## src/rtl/alu_cmd_sequencer.sv

```systemverilog
// alu_cmd_sequencer
//
// Command front end for the 16-bit registered ALU. Commands (opcode, A, B)
// from a valid/ready producer go into a small FIFO. They are driven onto the
// ALU bus one at a time. After the ALU's registered latency the result and
// flags are captured and offered, in command order, on a valid/ready
// response port. This block does no arithmetic.
//
// Optional feature: define ALU_CMD_SEQUENCER_DIV0_TRAP_EN to trap divide
// commands (cmd_fun 4'b0011) with cmd_b == 0. A trapped command never
// reaches the ALU. It produces rsp_data=0, rsp_flags=0 and rsp_err=1. With
// the macro undefined, rsp_err is tied to 0.
//
// Parameters:
//   DEPTH   - command FIFO entries (power of 2, >= 2)
//   ALU_LAT - edges from the issue edge to a valid ALU result (>= 1)
//
// Ports:
//   clk, rst                    - rising-edge clock, async active-high reset
//   cmd_valid/cmd_ready         - command handshake
//   cmd_fun/cmd_a/cmd_b         - command opcode and operands
//   alu_a/alu_b/alu_fun         - operand/opcode bus to the ALU
//   alu_out/alu_flags           - ALU result and {Carry,Arith,Logic,CMP,Shift}
//   rsp_valid/rsp_ready         - response handshake
//   rsp_data/rsp_flags/rsp_err  - captured result, flags, trap indication
//   fifo_count                  - FIFO occupancy
//   busy                        - sequencer active or commands pending

module alu_cmd_sequencer #(
    parameter int DEPTH   = 4,
    parameter int ALU_LAT = 1
) (
    input  logic                       clk,
    input  logic                       rst,
    input  logic                       cmd_valid,
    output logic                       cmd_ready,
    input  logic [3:0]                 cmd_fun,
    input  logic [15:0]                cmd_a,
    input  logic [15:0]                cmd_b,
    output logic [15:0]                alu_a,
    output logic [15:0]                alu_b,
    output logic [3:0]                 alu_fun,
    input  logic [15:0]                alu_out,
    input  logic [4:0]                 alu_flags,
    output logic                       rsp_valid,
    input  logic                       rsp_ready,
    output logic [15:0]                rsp_data,
    output logic [4:0]                 rsp_flags,
    output logic                       rsp_err,
    output logic [$clog2(DEPTH):0]     fifo_count,
    output logic                       busy
);

    localparam int AW = $clog2(DEPTH);
    localparam int CW = AW + 1;
    localparam int LW = $clog2(ALU_LAT + 1);
    localparam logic [3:0] FUN_IDLE = 4'b1111;

    typedef enum logic [1:0] {
        ST_IDLE,
        ST_ISSUE,
        ST_WAIT,
        ST_RESP
    } state_t;

    state_t          state;
    state_t          next_state;

    logic [35:0]     fifo_mem [DEPTH];
    logic [AW-1:0]   wr_ptr;
    logic [AW-1:0]   rd_ptr;
    logic [CW-1:0]   count;

    logic            push;
    logic            pop;
    logic            fifo_empty;
    logic [3:0]      head_fun;
    logic [15:0]     head_a;
    logic [15:0]     head_b;
    logic            head_trap;

    logic [3:0]      op_fun;
    logic [15:0]     op_a;
    logic [15:0]     op_b;
    logic [LW-1:0]   wait_cnt;
    logic            capture;

    assign fifo_empty = (count == '0);
    assign cmd_ready  = (count != CW'(DEPTH));
    assign push       = cmd_valid && cmd_ready;
    assign fifo_count = count;
    assign busy       = (state != ST_IDLE) || (count != '0);
    assign rsp_valid  = (state == ST_RESP);
    assign capture    = (state == ST_WAIT) && (wait_cnt == LW'(1));

    assign {head_fun, head_a, head_b} = fifo_mem[rd_ptr];

`ifdef ALU_CMD_SEQUENCER_DIV0_TRAP_EN
    assign head_trap = (head_fun == 4'b0011) && (head_b == 16'h0000);
`else
    assign head_trap = 1'b0;
`endif

    // FIFO storage. The array needs no reset because the pointers and the
    // count decide which entries are live.
    always_ff @(posedge clk) begin
        if (push) begin
            fifo_mem[wr_ptr] <= {cmd_fun, cmd_a, cmd_b};
        end
    end

    // FIFO pointers and occupancy. A push and a pop on the same edge leave
    // the count unchanged. DEPTH is a power of two, so the pointers wrap.
    always_ff @(posedge clk or posedge rst) begin
        if (rst) begin
            wr_ptr <= '0;
            rd_ptr <= '0;
            count  <= '0;
        end else begin
            if (push) begin
                wr_ptr <= wr_ptr + 1'b1;
            end
            if (pop) begin
                rd_ptr <= rd_ptr + 1'b1;
            end
            case ({push, pop})
                2'b10:   count <= count + 1'b1;
                2'b01:   count <= count - 1'b1;
                default: count <= count;
            endcase
        end
    end

    // Next-state logic. A pop happens from IDLE, or from RESP at the
    // handshake edge, so back-to-back commands skip IDLE. A trapped command
    // goes straight to RESP and never passes through ISSUE.
    always_comb begin
        next_state = state;
        pop        = 1'b0;
        case (state)
            ST_IDLE: begin
                if (!fifo_empty) begin
                    pop        = 1'b1;
                    next_state = head_trap ? ST_RESP : ST_ISSUE;
                end
            end
            ST_ISSUE: begin
                next_state = ST_WAIT;
            end
            ST_WAIT: begin
                if (capture) begin
                    next_state = ST_RESP;
                end
            end
            ST_RESP: begin
                if (rsp_ready) begin
                    if (!fifo_empty) begin
                        pop        = 1'b1;
                        next_state = head_trap ? ST_RESP : ST_ISSUE;
                    end else begin
                        next_state = ST_IDLE;
                    end
                end
            end
            default: begin
                next_state = ST_IDLE;
            end
        endcase
    end

    // State register, op registers and the latency counter. The counter is
    // loaded on the issue edge. It reaches 1 on the edge where the ALU
    // result is valid, which is the capture edge.
    always_ff @(posedge clk or posedge rst) begin
        if (rst) begin
            state    <= ST_IDLE;
            op_fun   <= FUN_IDLE;
            op_a     <= '0;
            op_b     <= '0;
            wait_cnt <= '0;
        end else begin
            state <= next_state;
            if (pop) begin
                op_fun <= head_fun;
                op_a   <= head_a;
                op_b   <= head_b;
            end
            if (state == ST_ISSUE) begin
                wait_cnt <= LW'(ALU_LAT);
            end else if (state == ST_WAIT) begin
                wait_cnt <= wait_cnt - 1'b1;
            end
        end
    end

    // Response registers. They hold their value through RESP until the
    // handshake. A trap pop loads them directly with the error response.
`ifdef ALU_CMD_SEQUENCER_DIV0_TRAP_EN
    logic err_q;

    always_ff @(posedge clk or posedge rst) begin
        if (rst) begin
            rsp_data  <= '0;
            rsp_flags <= '0;
            err_q     <= 1'b0;
        end else if (pop && head_trap) begin
            rsp_data  <= '0;
            rsp_flags <= '0;
            err_q     <= 1'b1;
        end else if (capture) begin
            rsp_data  <= alu_out;
            rsp_flags <= alu_flags;
            err_q     <= 1'b0;
        end
    end

    assign rsp_err = err_q;
`else
    always_ff @(posedge clk or posedge rst) begin
        if (rst) begin
            rsp_data  <= '0;
            rsp_flags <= '0;
        end else if (capture) begin
            rsp_data  <= alu_out;
            rsp_flags <= alu_flags;
        end
    end

    assign rsp_err = 1'b0;
`endif

    // ALU bus. The op is driven from ISSUE entry through the capture edge.
    // Outside that window the bus carries the unused opcode and zero
    // operands, so the ALU produces zero outputs.
    always_comb begin
        alu_fun = FUN_IDLE;
        alu_a   = '0;
        alu_b   = '0;
        if ((state == ST_ISSUE) || (state == ST_WAIT)) begin
            alu_fun = op_fun;
            alu_a   = op_a;
            alu_b   = op_b;
        end
    end

endmodule

```

## config.mk

```make
export PLATFORM = sky130hd
export DESIGN_NAME = alu_cmd_sequencer
export DESIGN_NICKNAME = d
export VERILOG_FILES = /design/src/rtl/alu_cmd_sequencer.sv
export SDC_FILE = /design/constraint.sdc
export NUM_CORES = 1
export LEC_CHECK = 0
export ABC_AREA = 1
export CAP_MARGIN = 40
export CORE_UTILIZATION = 40
export DETAILED_ROUTE_END_ITERATION = 10
export GPL_ROUTABILITY_DRIVEN = 0
export RECOVER_POWER = 25
export SLEW_MARGIN = 40
export SYNTH_ARGS = -nofsm -noshare
export SYNTH_HDL_FRONTEND = slang
export SYNTH_SLANG_ARGS = --single-unit
```

## constraint.sdc

```tcl
create_clock -name clk -period 4.8 [get_ports clk]
set_input_delay 0.72 -clock clk [delete_from_list [all_inputs] [get_ports clk]]
set_output_delay 0.72 -clock clk [all_outputs]
set_load 0.01 [all_outputs]
```

==> impl.org <==
** Run status
- The flow ran to the end, and the final reports show no timing, DRC or antenna violations.

** Clock tree
- Total of cells resized after clock tree synthesis :: 0
- CTS placed an instance of clkbuf_16 at the clock tree root.
- Number of levels in the clock H-tree :: 1
- In this run, post-CTS hold repair placed 0 buffers.
- TritonCTS clock tree :: built
- Clock tree synthesis inserted a total of 23 buffers.
- Total number of clock tree sinks :: 211
- Clock-pin slew was measured on the worst setup and hold paths at 0.06 ns.
- Post-CTS timing repair inserted 0 buffers for setup.
- In this run the deepest clock path goes through 3 buffers.
- Source-to-sink clock delay at the later pin of the worst-skew pair :: 0.49 ns

** Detailed routing
- Vias/cell :: 4.67
- Aggregate routed wire length :: 18100 um
- After detailed routing, the number of remaining DRC violations is 0.
- After detailed routing, the average wire length per cell comes to 15.3 um.
- Post-detailed-route count of antenna-violating nets :: 0
- Pre-antenna DRT Iters :: 4
- Via count :: 5517
- Violation count after the first detailed-route iteration :: 237

** Power and ir drop
- Power per standard cell area :: 675 nW/um^2
- Summed over all cells, the static leakage comes to 4.58 nW.
- Largest vdd supply drop :: 0.285 mV

** Floorplanning
- Effective utilization at floorplan :: 0.411
- The floorplan has 53 rows.
- Total die area :: 22300 sq um
- Number of ports placed on the die boundary :: 125
- The floorplan step set the die width to 149 um.
- Measured along the y axis, the die boundary spans 149 um.
- The region available for standard cell placement spans 21200 sq um.

** GRT
- The number of global-route vias before repair was 5201.
- The initial antenna violation count came to 2.
- In the global route stage, overall resource usage came out at 0.163.
- First-pass GRT wire length :: 27900 um
- Maximum number of pins on one net before global-route repair :: 74
- For this run the aggregate overflow at the end of global routing stands at 0.

** Logic synthesis
- Cell types with the highest counts after synthesis :: nand2_1 (292), edfxtp_1 (144), dfrtp_1 (63)
- For this run, the register share of the synthesized area comes to 0.690.
- Of the total synthesized cell area, the portion taken by AND, OR, NAND and NOR gates is 0.161.
- The share of the synthesized area in compound gates (AO/OA/AOI/OAI) came to 0.0452.
- Counting flops and latches in the post-synthesis netlist gives 211.
- Post-synthesis area per instance :: 11.3 sq um
- Multiplexer fraction of the synthesized cell area :: 0.0272
- For this run, the leading register cell type out of synthesis is edfxtp_1.
- By area, the combinational part of the netlist is dominated by simple AND/OR/NAND/NOR gates.
- The synthesized design contains 144 enable-type register cells.
- Yosys mapped the design onto 33 distinct sky130hd cell types.
- Cell types with the largest area share after synthesis :: edfxtp_1 (50%), dfrtp_1 (18%), nand2_1 (13%), o21ai_1 (2.6%), mux2_1 (2.6%)
- Portion of synthesized cell area occupied by the leading cell type :: 0.497
- Total of warnings raised by yosys :: 0
- Syn nets :: 842
- Among all cell types in the netlist, the one instantiated most often is nand2_1.
- The largest total area in the synthesized netlist belongs to edfxtp_1.
- Counting flops with an async set or reset pin after synthesis yields a share of 0.318.
- Of the total synthesized cell area, the portion taken by full adders, half adders and majority gates is 0.0167.
- Of the total synthesized cell area, the portion taken by XOR and XNOR cells is 0.00503.
- Gate count of the mapped netlist :: 770
- Area of the mapped netlist :: 8700 sq um

** Timing
- Post-Route Setup TNS :: 0 ns
- Relative slew slack :: 0.514
- The final number of hold-violating endpoints was 0.
- In the finished design, the share of the clock period the worst path needs comes to 0.723.
- Clock period minus final worst setup slack :: 3.47 ns
- Setup repair after global routing missed its margin :: no
- At the pin with the least slew margin, the transition time is 0.728 ns.
- Setup violations remaining at the end of the flow were counted as 0.
- Fmax achieved :: 0.288 GHz
- For the final database, setup skew stands at 0.00792 ns.
- The count of pins over their slew limit was 0.

** Final layout
- In the final layout, the share of cells above drive strength 1 is 0.0916.
- The repair_antennas step left the layout with diodes totalling 0.
- Counting the fill cells in the layout gives 1862.
- Area growth from synthesis to final layout :: 25.1%
- Excluding fillers, the count of instances in the completed layout stands at 1181.
- Net count reported at finish :: 962

** Worst setup path
- Worst Setup Start Kind :: flop
- Along the worst path, the maximum fanout reaches 40.
- Startpoint-to-endpoint class of the critical path :: flop to flop
- Required time of the critical path :: 5.21 ns
- Worst Path Arrival :: 3.88 ns
- Endpoint type of the worst setup path :: flop

** Placement
- Detail Placement HPWL :: 10600 um
- Placed Cells :: 1140
- Port buffering added 123 buffers.

** Run
- Max-cap violations in this run came to 0.

** Hold path
- The path class of the tightest hold or removal check is flop to flop.
==> worst paths after layout <==
path / startpoint / slack, ns / to / depth (start not counted)
worst min-delay path: op_fun[0] / 0.46 / op_fun[0] / 2
worst max register to register: state[0] / 1.33 / fifo_count[2] / 11
max in group asynchronous: rst / 3.34 / op_fun[3] / 3
worst min register to register: op_fun[0] / 0.46 / op_fun[0] / 2
min in group asynchronous: rst / 0.63 / rsp_data[10] / 2
worst max-delay path: state[0] / 1.33 / fifo_count[2] / 11
==> layout make-up <==
| type | count | area [sq um] | share of cell area |
|---|---|---|---|
| repair buffers | 131 | 1310 | 0.120 |
| multi-input cells | 472 | 2260 | 0.208 |
| clock inverters | 13 | 126 | 0.0116 |
| well taps | 275 | 344 | 0.0316 |
| flip-flops and latches | 211 | 6010 | 0.553 |
| clock buffers | 28 | 626 | 0.0575 |
| inverters | 51 | 204 | 0.0187 |
==> metrics by stage <==
step / cell area [sq um] / hold WS [ns] / power (W) / worst slack, ns / util
floorplan: 8700 / 0.444 / 0.00464 / 2.00 / -
global placement: 10100 / 0.459 / 0.00565 / 1.39 / 0.477
finish: 10900 / 0.464 / 0.00734 / 1.33 / 0.514
CTS: 10900 / 0.468 / 0.00746 / 1.26 / 0.514
global route: 10900 / 0.482 / 0.00786 / 1.03 / 0.514
detailed placement: 10100 / 0.457 / 0.00571 / 1.29 / 0.479
==> metal layers <==
metal / up-vias / GRT usage / wire length [um]
met5: - / 0 / 27
met4: 4 / 0.0347 / 285
met3: 22 / 0.0351 / 1090
met2: 153 / 0.264 / 8250
met1: 2588 / 0.226 / 8430
li1: 2750 / - / -
==> critical path, stage by stage (launching register included) <==
cell and delay (ns):
dfrtp_1 0.41, inv_1 0.11, ha_2 0.79, inv_4 0.10, nand3_4 0.49, inv_4 0.34
ha_1 0.34, fa_1 0.39, nand2_1 0.07, nand2_1 0.04, nor2_1 0.10, xor2_1 0.16
==> power breakdown <==
| part | switching, W | leakage, nW | internal (W) |
|---|---|---|---|
| clock network | 0.000682 | 0.379 | 0.00104 |
| logic | 0.00161 | 2.08 | 0.00116 |
| registers | 0.000335 | 2.12 | 0.00252 |
==> state kept, by name, indices dropped and copies added (netlist names), 3 cells and up <==
signal and cells:
op_a 16, op_b 16, op_fun 4, fifo_count 3
rsp_flags 5, rsp_data 16, fifo_mem 144
==> logic make-up after synthesis <==
group           after synthesis
mux                          21
simple gates                356
other cells                   1
fa+ha+maj                    11
buf+inv                      87
flops                       211
xor+xnor                      5
compound gates               78
==> cells in the final DEF, fill, tap and decap left out, types with 24 or more instances in the layout <==
master / instances
o21ai_0: 30
dlygate4sd3_1: 31
nor2_1: 40
clkbuf_16: 24
inv_1: 45
edfxtp_1: 144
nand2_1: 291
o21ai_1: 46
dfrtp_1: 61
clkdlybuf4s50_1: 92
Note: power is estimated with default switching activity, not from simulation.
